<file path="src/rtl/adder_rr_scheduler_if.sv">
// +-----------------------------------------------------------------------------+
// | adder_rr_scheduler_if : requester/consumer handshake bundle for the shared   |
// | adder scheduler.                          Rev 1.0                            |
// +-----------------------------------------------------------------------------+
`default_nettype none

interface adder_rr_scheduler_if #(
  parameter int NUM_REQ = 4,
  parameter int WIDTH   = 8
);
  localparam int IDW = (NUM_REQ > 1) ? $clog2(NUM_REQ) : 1;

  logic [NUM_REQ-1:0]       req_valid;
  logic [NUM_REQ-1:0]       req_ready;
  logic [NUM_REQ*WIDTH-1:0] req_a;
  logic [NUM_REQ*WIDTH-1:0] req_b;
  logic [NUM_REQ-1:0]       req_c_in;
  logic                     rsp_valid;
  logic                     rsp_ready;
  logic [IDW-1:0]           rsp_id;
  logic [WIDTH-1:0]         rsp_sum;
  logic                     rsp_c_out;

  modport master (
    output req_valid, req_a, req_b, req_c_in, rsp_ready,
    input  req_ready, rsp_valid, rsp_id, rsp_sum, rsp_c_out
  );

  modport slave (
    input  req_valid, req_a, req_b, req_c_in, rsp_ready,
    output req_ready, rsp_valid, rsp_id, rsp_sum, rsp_c_out
  );
endinterface

`default_nettype wire

</file>
<file path="src/rtl/adder_rr_scheduler.sv">
// +-----------------------------------------------------------------------------+
// | adder_rr_scheduler : round-robin sharing of one ripple adder, 1-deep result  |
// | slot. Optional per-requester grant counters: ADDER_RR_SCHED_STATS_EN. Rev 1.0|
// +-----------------------------------------------------------------------------+
`default_nettype none

module adder_rr_scheduler #(
  parameter int NUM_REQ = 4,
  parameter int WIDTH   = 8
) (
  input  logic                 clk,
  input  logic                 rst,
  adder_rr_scheduler_if.slave  bus
`ifdef ADDER_RR_SCHED_STATS_EN
  ,
  output logic [NUM_REQ*16-1:0] grant_cnt
`endif
);
  localparam int IDW = (NUM_REQ > 1) ? $clog2(NUM_REQ) : 1;
  localparam logic [IDW:0]   C_NUM_REQ_W = (IDW+1)'(NUM_REQ);
  localparam logic [IDW-1:0] C_LAST_ID   = IDW'(NUM_REQ - 1);

  typedef enum logic [0:0] {
    S_IDLE = 1'b0,
    S_HOLD = 1'b1
  } state_e;

  state_e             state_q;
  logic [IDW-1:0]     rr_ptr_q;
  logic               rsp_valid_q;
  logic [IDW-1:0]     rsp_id_q;
  logic [WIDTH-1:0]   rsp_sum_q;
  logic               rsp_c_out_q;

  logic [IDW-1:0]     grant;
  logic               any_valid;
  logic               can_accept;
  logic               accept;
  logic [WIDTH-1:0]   op_a;
  logic [WIDTH-1:0]   op_b;
  logic               op_c;
  logic [WIDTH-1:0]   add_sum;
  logic               add_c_out;
  logic [IDW-1:0]     rr_ptr_d;

  // Scan from highest offset down so the lowest offset from rr_ptr wins.
  always_comb begin
    logic [IDW:0] idx;
    grant = '0;
    idx   = '0;
    for (int k = NUM_REQ - 1; k >= 0; k--) begin
      idx = {1'b0, rr_ptr_q} + (IDW+1)'(k);
      if (idx >= C_NUM_REQ_W) begin
        idx = idx - C_NUM_REQ_W;
      end
      if (bus.req_valid[idx[IDW-1:0]]) begin
        grant = idx[IDW-1:0];
      end
    end
  end

  assign any_valid  = |bus.req_valid;
  assign can_accept = ~rst & ((state_q == S_IDLE) | ((state_q == S_HOLD) & bus.rsp_ready));
  assign accept     = can_accept & any_valid;
  assign bus.req_ready = accept ? (NUM_REQ'(1) << grant) : '0;

  assign op_a = bus.req_a[grant*WIDTH +: WIDTH];
  assign op_b = bus.req_b[grant*WIDTH +: WIDTH];
  assign op_c = bus.req_c_in[grant];

  always_comb begin
    logic carry;
    carry   = op_c;
    add_sum = '0;
    for (int i = 0; i < WIDTH; i++) begin
      add_sum[i] = op_a[i] ^ op_b[i] ^ carry;
      carry      = (op_a[i] & op_b[i]) | (carry & (op_a[i] ^ op_b[i]));
    end
    add_c_out = carry;
  end

  assign rr_ptr_d = (grant == C_LAST_ID) ? '0 : grant + IDW'(1);

  always_ff @(posedge clk) begin
    if (rst) begin
      state_q     <= S_IDLE;
      rr_ptr_q    <= '0;
      rsp_valid_q <= 1'b0;
      rsp_id_q    <= '0;
      rsp_sum_q   <= '0;
      rsp_c_out_q <= 1'b0;
    end else if (accept) begin
      state_q     <= S_HOLD;
      rr_ptr_q    <= rr_ptr_d;
      rsp_valid_q <= 1'b1;
      rsp_id_q    <= grant;
      rsp_sum_q   <= add_sum;
      rsp_c_out_q <= add_c_out;
    end else if ((state_q == S_HOLD) && bus.rsp_ready) begin
      state_q     <= S_IDLE;
      rsp_valid_q <= 1'b0;
    end
  end

  assign bus.rsp_valid = rsp_valid_q;
  assign bus.rsp_id    = rsp_id_q;
  assign bus.rsp_sum   = rsp_sum_q;
  assign bus.rsp_c_out = rsp_c_out_q;

`ifdef ADDER_RR_SCHED_STATS_EN
  for (genvar gi = 0; gi < NUM_REQ; gi++) begin : g_cnt
    logic [15:0] cnt_q;
    always_ff @(posedge clk) begin
      if (rst) begin
        cnt_q <= '0;
      end else if (accept && (grant == IDW'(gi)) && (cnt_q != 16'hFFFF)) begin
        cnt_q <= cnt_q + 16'd1;
      end
    end
    assign grant_cnt[gi*16 +: 16] = cnt_q;
  end
`endif

endmodule

`default_nettype wire
</file>
<file path="src/flat_wrapper.sv">
// flat-port wrapper written by rule: the top's interface ports become plain ports
module adder_rr_scheduler_flat 
#(
  parameter int NUM_REQ = 4,
  parameter int WIDTH   = 8
)
  (clk, rst, bus_req_valid, bus_req_a, bus_req_b, bus_req_c_in, bus_rsp_ready, bus_req_ready, bus_rsp_valid, bus_rsp_id, bus_rsp_sum, bus_rsp_c_out);
  adder_rr_scheduler_if #(.NUM_REQ(NUM_REQ), .WIDTH(WIDTH)) bus_i ();
  input  logic clk;
  input  logic rst;
  input wire logic [$bits(bus_i.req_valid)-1:0] bus_req_valid;
  input wire logic [$bits(bus_i.req_a)-1:0] bus_req_a;
  input wire logic [$bits(bus_i.req_b)-1:0] bus_req_b;
  input wire logic [$bits(bus_i.req_c_in)-1:0] bus_req_c_in;
  input wire logic [$bits(bus_i.rsp_ready)-1:0] bus_rsp_ready;
  output wire logic [$bits(bus_i.req_ready)-1:0] bus_req_ready;
  output wire logic [$bits(bus_i.rsp_valid)-1:0] bus_rsp_valid;
  output wire logic [$bits(bus_i.rsp_id)-1:0] bus_rsp_id;
  output wire logic [$bits(bus_i.rsp_sum)-1:0] bus_rsp_sum;
  output wire logic [$bits(bus_i.rsp_c_out)-1:0] bus_rsp_c_out;
  assign bus_i.req_valid = bus_req_valid;
  assign bus_i.req_a = bus_req_a;
  assign bus_i.req_b = bus_req_b;
  assign bus_i.req_c_in = bus_req_c_in;
  assign bus_i.rsp_ready = bus_rsp_ready;
  assign bus_req_ready = bus_i.req_ready;
  assign bus_rsp_valid = bus_i.rsp_valid;
  assign bus_rsp_id = bus_i.rsp_id;
  assign bus_rsp_sum = bus_i.rsp_sum;
  assign bus_rsp_c_out = bus_i.rsp_c_out;
  adder_rr_scheduler #(.NUM_REQ(NUM_REQ), .WIDTH(WIDTH)) u_core (.clk(clk), .rst(rst), .bus(bus_i));
endmodule
</file>
<file path="config.mk">
export PLATFORM = sky130hd
export DESIGN_NAME = adder_rr_scheduler_flat
export DESIGN_NICKNAME = d
export VERILOG_FILES = /design/src/rtl/adder_rr_scheduler_if.sv /design/src/rtl/adder_rr_scheduler.sv /design/src/flat_wrapper.sv
export SDC_FILE = /design/constraint.sdc
export NUM_CORES = 1
export LEC_CHECK = 0
export ABC_AREA = 1
export BUFFER_PORTS_ARGS = -buffer_cell sky130_fd_sc_hd__buf_4
export CAP_MARGIN = 40
export CORE_UTILIZATION = 41
export DETAILED_ROUTE_END_ITERATION = 6
export PLACE_DENSITY = 0.77
export SYNTH_ARGS = -nofsm -noshare
export SYNTH_HDL_FRONTEND = slang
export SYNTH_SLANG_ARGS = --single-unit
</file>
<file path="constraint.sdc">
create_clock -name clk -period 4.2 [get_ports clk]
set_input_delay 0.84 -clock clk [delete_from_list [all_inputs] [get_ports clk]]
set_output_delay 0.84 -clock clk [all_outputs]
set_load 0.01 [all_outputs]
</file>
==> run_results.csv, run 1 <==
group,metric,value,unit
logic_synthesis,netlist_area,1740,µm²
routing,vias,2273,
worst_setup_path,r2r_start,"u_core.rr_ptr_q[1]",
clocking,numCtsBuffers,3,
global_route,grt.total_usage,22.7,%
routing,drt_iter0_markers,138,
outcome,status,"finished, violations left",
sta,worst_pin_slew,0.401,ns
logic_synthesis,synth_top_flop_cell,"dfxtp_1",
power,p_total,1.26,mW
placed_design,preCtsSetupSlack,-0.512,ns
outcome,violations,"negative setup slack",
floorplanning,fp.coreArea,4030,µm²
logic_synthesis,synth_fp_nets,373,
floorplanning,core.rowCount,23,
power,powerDensity,436,nW/µm²
worst_setup_path,worstPathRequired,4.34,ns
sta,timing.setup.tns,-0.228,ns
routing,wl_per_cell,12.8,µm
sta,hold_viol,0,
layout,fin_util,71.5,%
min_path,hp-start,"u_core.bus.rsp_c_out",
sta,fin_crit_sh,105,%
routing,finalWirelength,5740,µm
sta,setup_viol,1,
sta,final-max-slew-violation-count,0,
floorplanning,die_w,67.1,µm
worst_setup_path,cp_max_fo,5,
clocking,worstSkewPairLatency,0.25,ns
logic_synthesis,yosysWarnings,0,
worst_setup_path,cp-startpoint,"bus_req_valid[2]",
clocking,tritoncts,"yes",
global_route,grt_pass1_wl,7750,µm
layout,syn2layout_area_growth,65.9,%
sta,relSlewSlack,73.2,%
run,drv_cap,0,
clocking,htreeDepth,1,
layout,antenna_cells,0,
sta,max_freq,226,MHz
worst_setup_path,rrSetupSlack,-0.07,ns
global_route,grt_pass1_vias,1840,
routing,firstDrtPassIters,4,
logic_synthesis,yosysSeqAreaShare,16.1,%
sta,timing.final.ws_setup,-0.228,ns
placed_design,gp_congestion,0.840,
global_route,grt-ovfl-total,0,
worst_setup_path,endpoint_kind,"flop",
routing,dr_wl_met2,2770,µm
worst_setup_path,regToRegEndpoint,"u_core.bus.rsp_sum[7]",
sta,min_period,4.43,ns
routing,drc,0,
global_route,antenna_found_initial,0,
global_route,grt_max_degree,21,
sta,holdWs,0.476,ns
routing,ant_nets,0,
worst_setup_path,startpoint_type,"input pin",
routing,via_per_inst,5.06,
routing,met1_length,2500,µm
clocking,cts_buffer_depth,2,
logic_synthesis,async_flop_share,0,%
placed_design,place_hpwl,4000,µm
sta,rsz0062_at_grt,"true",
worst_setup_path,cp.arrival,4.57,ns
min_path,hold_class,"reg2reg",
logic_synthesis,netlist_instances,286,
worst_setup_path,timing_worst_setup_path_type,"in2reg",
layout,drive_gt1_share,44.4,%
floorplanning,initial_utilization,43.1,%
placed_design,io_buffers,90,
logic_synthesis,avgSynthCellArea,6.07,µm²
routing,met3_length,379,µm
floorplanning,die_h,67.1,µm
clocking,clk_pin_slew,0.06,ns
worst_setup_path,reg2reg_depth,20,
layout,fin_nets,487,
floorplanning,pin_count,91,
worst_setup_path,critPathCapture,"u_core.bus.rsp_sum[7]",
power,power_leakage,1.55,nW
sta,finalClockSkew,0.00206,ns
power,ir_drop,208,µV
routing,top_layer,"met4",
logic_synthesis,synth-seq-cells,14,
logic_synthesis,ys_types,25,
clocking,root_buffer,"clkbuf_8",
logic_synthesis,synth_edf_count,0,
clocking,cts_sinks,14,
floorplanning,dieArea,4500,µm²
## cells in the final DEF, fill, tap and decap left out, types with 5 or more instances in the layout
cell,synthesis,layout
nor2_1,7,5
nand3_1,63,58
buf_4,4,119
inv_1,46,40
nand2_2,1,11
nand3_2,1,5
nand3b_1,10,10
dfxtp_1,14,13
o21ai_0,11,10
a21oi_1,7,6
nand2_1,81,70
fa_2,0,8
## layout make-up
| cell class | count | area, µm² |
|---|---|---|
| clock buffer | 4 | 55.1 |
| fill | 342 | 1150 |
| inverter | 49 | 199 |
| multi-input combinational | 208 | 1330 |
| sequential | 14 | 282 |
| tap | 50 | 62.6 |
| timing repair buffer | 124 | 958 |
## per-layer routing
layer	global-route usage [%]	vias to the layer above
li1	-	1129
met1	31.5	1024
met2	37.3	107
met3	1.54	13
met4	6.38	0
met5	0	-
## how the worst min path moves through the flow
stage / end / slack [ns] / depth (start not counted)
CTS: u_core.bus.rsp_sum[2] / 0.49 / 2
global route: u_core.bus.rsp_c_out / 0.50 / 2
floorplan: u_core.bus.rsp_id[1] / 0.50 / 2
global placement: u_core.bus.rsp_id[1] / 0.47 / 2
detailed placement: u_core.bus.rsp_sum[2] / 0.48 / 2
finish: u_core.bus.rsp_c_out / 0.48 / 2
## per-stage QoR
stage / std cells / instance area, µm²
floorplan: 286 / 1760
global placement: 430 / 2540
detailed placement: 430 / 2540
CTS: 442 / 2680
global route: 449 / 2880
finish: 449 / 2880
## kinds of logic after synthesis
| logic type | count (synthesis) | share of synthesized area [%] |
|---|---|---|
| AND/OR/NAND/NOR | 170 | 46.6 |
| flip-flops | 14 | 16.1 |
| buffers and inverters | 66 | 17.7 |
| adder cells (fa/ha/maj) | 12 | 12.1 |
| AO/OA/AOI/OAI | 24 | 7.49 |
## power breakdown
part / internal, mW / leakage (nW) / total (mW) / switching, mW
Combinational: 0.433 / 1.40 / 0.922 / 0.488
Clock: 0.0833 / 0.0288 / 0.136 / 0.0528
Sequential: 0.173 / 0.117 / 0.198 / 0.0259
Total: 0.689 / 1.55 / 1.26 / 0.567
## critical path, stage by stage
cell and delay (ns):
buf_4 0.09, inv_2 0.05, o21ai_2 0.18, nand2_2 0.10, nand2_2 0.10, inv_4 0.06
nand2_8 0.09, nand2_4 0.07, buf_4 0.14, buf_4 0.13, nand3b_1 0.11, nand3_1 0.09
nand2_1 0.09, fa_2 0.21, fa_2 0.20, inv_2 0.04, fa_2 0.34, fa_2 0.35
fa_2 0.34, fa_2 0.34, inv_2 0.06, fa_2 0.41, nand2_1 0.07, o21ai_0 0.06
## repair_timing
action,in CTS,in global routing
pin swaps,5,12
buffers inserted,7,6
hold buffers,0,0
setup endpoints to repair,2,3
gates cloned,1,1
resized for setup,8,42
## flip-flops by register name, summed over array words and instances (netlist names)
signal,cells
u_core.state_q,1
u_core.bus.rsp_c_out,1
u_core.bus.rsp_id,2
u_core.rr_ptr_q,2
u_core.bus.rsp_sum,8
## synthesized netlist by cell type, types with 3 or more instances
cell type | instances | area share [%]
inv_2 | 3 | 0.65
nand3_1 | 63 | 18
buf_4 | 4 | 1.7
inv_1 | 46 | 9.9
o21ai_0 | 11 | 3.2
clkbuf_1 | 3 | 0.65
nand2_1 | 81 | 18
o21ai_1 | 3 | 0.86
fa_1 | 8 | 9.2
a21oi_1 | 7 | 2.0
nor2_1 | 7 | 1.5
nand3b_1 | 10 | 4.3
buf_2 | 5 | 1.4
ha_1 | 4 | 2.9
buf_6 | 5 | 3.2
dfxtp_1 | 14 | 16
Note: power is estimated with default switching activity, not from simulation.
==> run 2, diff against run 1 <==
Settings changed: HOLD_SLACK_MARGIN from default to 0.12, MAX_ROUTING_LAYER from default to met4.
==> run_results.csv, run 2 (synthesis gave the netlist of run 1 again) <==
group,metric,value,unit
sta,max_freq,226,MHz
worst_setup_path,cp_common_cell,"fa_2",
worst_setup_path,critical-path-max-stage-delay,0.41,ns
sta,fin_crit_sh,105,%
sta,rsz0062_at_grt,"true",
clocking,worstSkewPairLatency,0.25,ns
power,powerDensity,437,nW/µm²
min_path,hp-start,"u_core.bus.rsp_c_out",
sta,worst_pin_slew,0.399,ns
sta,hold_viol,0,
layout,most-common-layout-cells,"119 x buf_4, 70 x nand2_1, 58 x nand3_1",
floorplanning,die_w,67.1,µm
routing,finalWirelength,5750,µm
power,ir_drop,208,µV
floorplanning,fp.coreArea,4030,µm²
sta,timing.final.ws_setup,-0.223,ns
worst_setup_path,slowest_stage,"fa_2",
clocking,numCtsBuffers,3,
floorplanning,core.rowCount,23,
placed_design,preCtsSetupSlack,-0.512,ns
global_route,antenna_found_initial,0,
routing,ant_nets,0,
worst_setup_path,regToRegEndpoint,"u_core.bus.rsp_sum[7]",
global_route,grt-ovfl-total,0,
layout,final_area,2880,µm²
worst_setup_path,rrSetupSlack,-0.07,ns
global_route,grt_pass1_wl,7750,µm
layout,largest_reg_flops,8,
layout,final_common_cell,"buf_4",
outcome,status,"finished, violations left",
worst_setup_path,startpoint_type,"input pin",
sta,min_period,4.42,ns
worst_setup_path,r2r_start,"u_core.rr_ptr_q[1]",
worst_setup_path,worstPathRequired,4.34,ns
layout,final-seq-area,282,µm²
power,p_total,1.26,mW
clocking,clk_pin_slew,0.06,ns
floorplanning,pin_count,91,
routing,drt_iter0_markers,149,
layout,drive_gt1_share,44.4,%
global_route,grt_max_degree,21,
sta,final-max-slew-violation-count,0,
floorplanning,dieArea,4500,µm²
layout,antenna_cells,0,
outcome,violations,"negative setup slack",
floorplanning,initial_utilization,43.1,%
layout,fin_util,71.5,%
routing,via_per_inst,5.06,
placed_design,io_buffers,90,
sta,finalClockSkew,0.00355,ns
placed_design,gp_congestion,0.853,
worst_setup_path,cp.arrival,4.56,ns
routing,wl_per_cell,12.8,µm
routing,firstDrtPassIters,5,
sta,timing.setup.tns,-0.223,ns
placed_design,place_hpwl,4000,µm
routing,vias,2273,
sta,relSlewSlack,73.4,%
worst_setup_path,crit_buf_inv,7,
clocking,htreeDepth,1,
routing,drc,0,
worst_setup_path,reg2reg_depth,20,
clocking,cts_buffer_depth,2,
layout,syn2layout_area_growth,65.9,%
min_path,min_to,"u_core.bus.rsp_c_out",
clocking,cts_sinks,14,
layout,fin_nets,487,
layout,multi_input_area,1330,µm²
worst_setup_path,endpoint_kind,"flop",
power,power_leakage,1.55,nW
clocking,tritoncts,"yes",
worst_setup_path,cp_cell_sequence,"buf_4, inv_2, o21ai_2, nand2_2, nand2_2, inv_4, nand2_8, nand2_4, buf_4, buf_4, nand3b_1, nand3_1, nand2_1, fa_2, fa_2, inv_2, fa_2, fa_2, fa_2, fa_2, inv_2, fa_2, nand2_1, o21ai_0",
worst_setup_path,path_delay_family,"adder cells",
global_route,grt_pass1_vias,1841,
min_path,hold_class,"reg2reg",
layout,fillCellCount,342,
worst_setup_path,timing_worst_setup_path_type,"in2reg",
global_route,grt.total_usage,23.3,%
floorplanning,die_h,67.1,µm
run,drv_cap,0,
sta,setup_viol,1,
min_path,hold-path-cell-count,2,
clocking,root_buffer,"clkbuf_8",
worst_setup_path,cp_max_fo,5,
placed_design,placed_area,2540,µm²
==> run 2: cell counts in the layout (fill, tap and decap cells not counted) <==
Identical to the previous run, type by type.
==> run 2: worst max-delay path by stage <==
| stage | endpoint | slack [ns] | start | cells after the start |
|---|---|---|---|---|
| after floorplan | u_core.bus.rsp_sum[7] | -0.26 | bus_req_valid[1] | 24 |
| after global placement | u_core.bus.rsp_sum[7] | -0.40 | bus_req_valid[1] | 24 |
| after detailed placement | u_core.bus.rsp_sum[7] | -0.51 | bus_req_valid[1] | 24 |
| after CTS | u_core.bus.rsp_sum[7] | -0.14 | bus_req_valid[1] | 24 |
| after global routing | u_core.bus.rsp_sum[7] | -0.40 | bus_req_valid[2] | 23 |
| final | u_core.bus.rsp_sum[7] | -0.22 | bus_req_valid[2] | 24 |
==> run 2: routing by layer <==
metal	wire length (µm)	part of all wire [%]	track usage [%]
met1	2550	44	31.5
met2	2770	48	37.3
met3	338	5.9	1.54
met4	103	1.8	6.38
met5	0	0	-
==> run 2: cell type report <==
cell class	count	share of cell area (%)
Timing Repair Buffer	124	33.3
Sequential cell	14	9.77
Tap cell	50	2.17
Clock buffer	4	1.91
Inverter	49	6.90
Multi-Input combinational cell	208	46.0
==> run 2: what timing repair did <==
item / in CTS / in global routing
pin swaps: 5 / 12
buffers inserted: 7 / 6
cloned: 1 / 1
hold buffers: 0 / 0
gates resized for setup: 8 / 42
setup endpoints to repair: 2 / 3
==> run 2: worst min-delay path: cells and delay by family (launching register included) <==
family          cells  cell delay [ns]
flops               1             0.31
simple gates        1             0.06
compound gates      1             0.06
==> run 2: report_power, final <==
part	switching, mW	internal, mW	total, mW
sequential	0.0260	0.173	0.199
clock	0.0535	0.0833	0.137
combinational	0.490	0.433	0.923
total	0.569	0.689	1.26
==> run 2: per-stage QoR <==
step | hold slack (ns) | instances
4_1_cts | 0.488 | 442
6_report | 0.476 | 449
3_3_place_gp | 0.470 | 430
3_5_place_dp | 0.479 | 430
5_1_grt | 0.502 | 449
2_1_floorplan | 0.498 | 286
==> run 3, diff against run 2 <==
Settings changed: BUFFER_PORTS_ARGS -buffer_cell sky130_fd_sc_hd__buf_4 to -buffer_cell sky130_fd_sc_hd__buf_2, PLACE_DENSITY 0.77 to 0.86.
==> run_results.csv, run 3 (synthesis gave the netlist of run 1 again) <==
group,metric,value,unit
routing,vias,2132,
layout,drive_gt1_share,38.6,%
worst_setup_path,cp-startpoint,"bus_req_valid[1]",
layout,largest_reg_flops,8,
clocking,htreeDepth,1,
global_route,busiest_layer,"met2",
routing,via_per_inst,4.92,
sta,timing.setup.tns,-0.210,ns
layout,fillCellCount,405,
worst_setup_path,endpoint_kind,"flop",
clocking,root_buffer,"clkbuf_8",
placed_design,io_buffers,90,
floorplanning,die_w,67.1,µm
layout,final-seq-area,280,µm²
floorplanning,dieArea,4500,µm²
power,powerDensity,464,nW/µm²
worst_setup_path,cp.arrival,4.50,ns
sta,worst_pin_slew,0.360,ns
sta,relSlewSlack,75.9,%
power,power_leakage,1.38,nW
routing,finalWirelength,4870,µm
layout,most-common-layout-cells,"90 x buf_2, 78 x nand2_1, 59 x nand3_1",
clocking,postCtsHoldBufs,0,
placed_design,preCtsSetupSlack,-0.418,ns
placed_design,gp_congestion,0.917,
clocking,numCtsBuffers,3,
routing,drc,0,
routing,firstDrtPassIters,4,
sta,finalClockSkew,0.000734,ns
global_route,use_met2,33.9,%
sta,timing.final.ws_setup,-0.175,ns
worst_setup_path,worstPathRequired,4.33,ns
outcome,violations,"negative setup slack",
run,drv_cap,0,
worst_setup_path,timing_worst_setup_path_type,"in2reg",
floorplanning,initial_utilization,43.1,%
worst_setup_path,rrSetupSlack,0.04,ns
global_route,grt.total_usage,21.9,%
routing,drt_iter0_markers,205,
sta,min_period,4.37,ns
worst_setup_path,regToRegEndpoint,"u_core.bus.rsp_sum[7]",
sta,setup_viol,2,
sta,rsz0062_at_grt,"true",
global_route,grt.met1_usage,29.1,%
global_route,grt_max_degree,21,
layout,antenna_cells,0,
layout,final_common_cell,"buf_2",
floorplanning,core.rowCount,23,
layout,multi_input_area,1220,µm²
power,ir_drop,217,µV
routing,wl_per_cell,11.2,µm
worst_setup_path,critPathCapture,"u_core.bus.rsp_sum[7]",
worst_setup_path,startpoint_type,"input pin",
floorplanning,fp.coreArea,4030,µm²
clocking,cts_sinks,14,
global_route,grt_pass1_vias,1701,
worst_setup_path,reg2reg_depth,22,
min_path,hold_class,"reg2reg",
floorplanning,pin_count,91,
clocking,tritoncts,"yes",
global_route,grt_pass1_wl,7370,µm
floorplanning,die_h,67.1,µm
sta,fin_crit_sh,104,%
sta,final-max-slew-violation-count,0,
global_route,grt-ovfl-total,0,
global_route,antenna_found_initial,0,
sta,hold_viol,0,
clocking,worstSkewPairLatency,0.24,ns
outcome,status,"finished, violations left",
sta,max_freq,229,MHz
routing,ant_nets,0,
clocking,cts_buffer_depth,2,
worst_setup_path,cp_max_fo,8,
clocking,clk_pin_slew,0.06,ns
worst_setup_path,r2r_start,"u_core.rr_ptr_q[1]",
layout,fin_nets,471,
layout,syn2layout_area_growth,38.2,%
placed_design,place_hpwl,3870,µm
global_route,grt_util_met3,2.40,%
-- run 3: cell count changes in the layout (fill, tap and decap cells not counted), sizes merged --
cell	before	now
buf	124	109
nand2	86	85
-- run 3: how the worst min path moves through the flow --
| stage | startpoint | end | slack [ns] | depth (start not counted) |
|---|---|---|---|---|
| CTS | u_core.bus.rsp_id[1] | u_core.bus.rsp_id[1] | 0.48 | 2 |
| finish | u_core.bus.rsp_id[1] | u_core.bus.rsp_id[1] | 0.48 | 2 |
| floorplan | u_core.bus.rsp_id[1] | u_core.bus.rsp_id[1] | 0.50 | 2 |
| detailed placement | u_core.bus.rsp_sum[0] | u_core.bus.rsp_sum[0] | 0.47 | 2 |
| global route | u_core.bus.rsp_id[1] | u_core.bus.rsp_id[1] | 0.49 | 2 |
| global placement | u_core.bus.rsp_id[1] | u_core.bus.rsp_id[1] | 0.47 | 2 |
-- run 3: final cells by class --
class | instances | share of cell area, %
clock buffers | 4 | 2.29
inverters | 49 | 7.66
multi-input cells | 207 | 50.9
well taps | 50 | 2.61
repair buffers | 109 | 24.9
flip-flops and latches | 14 | 11.7
-- run 3: what timing repair did --
action                     in CTS  in global routing
pin swaps                       4                  4
setup endpoints to repair       2                  3
cloned                          1                  0
gates resized for setup         6                 12
buffers inserted                1                  0
-- run 3: metal layers --
metal	share of wire (%)	vias to the layer above	wire length [µm]
li1	-	1095	-
met1	45	952	2190
met2	48	81	2350
met3	5.7	4	277
met4	0.99	0	48
met5	0	-	0
-- run 3: power by group --
group | switching (mW) | total, mW | leakage (nW) | internal (mW)
Combinational | 0.448 | 0.790 | 1.24 | 0.343
Clock | 0.0462 | 0.129 | 0.0288 | 0.0829
Sequential | 0.0211 | 0.193 | 0.116 | 0.172
-- run 3: metrics by stage --
step	total power, mW	std cells	cell area (µm²)	util (%)	hold slack [ns]
floorplan	0.724	286	1760	-	0.498
global placement	0.935	427	2280	56.6	0.469
finish	1.11	433	2400	59.6	0.482
global route	1.22	433	2400	59.6	0.494
detailed placement	0.949	427	2280	56.6	0.474
CTS	1.10	433	2360	58.7	0.484
-- run 3: critical path, cell delays in order --
cell,delay (ns)
buf_2,0.10
inv_2,0.07
nand2_1,0.11
nand3_2,0.10
nand2_1,0.07
nand3_2,0.11
nand2_4,0.08
nand2_4,0.10
nand2_4,0.08
nand2_1,0.08
nand3_2,0.06
nand2_1,0.09
fa_2,0.21
fa_2,0.19
fa_2,0.19
inv_2,0.04
fa_2,0.33
fa_2,0.35
fa_2,0.38
fa_2,0.34
inv_2,0.06
fa_1,0.39
nand2_1,0.07
o21ai_0,0.07
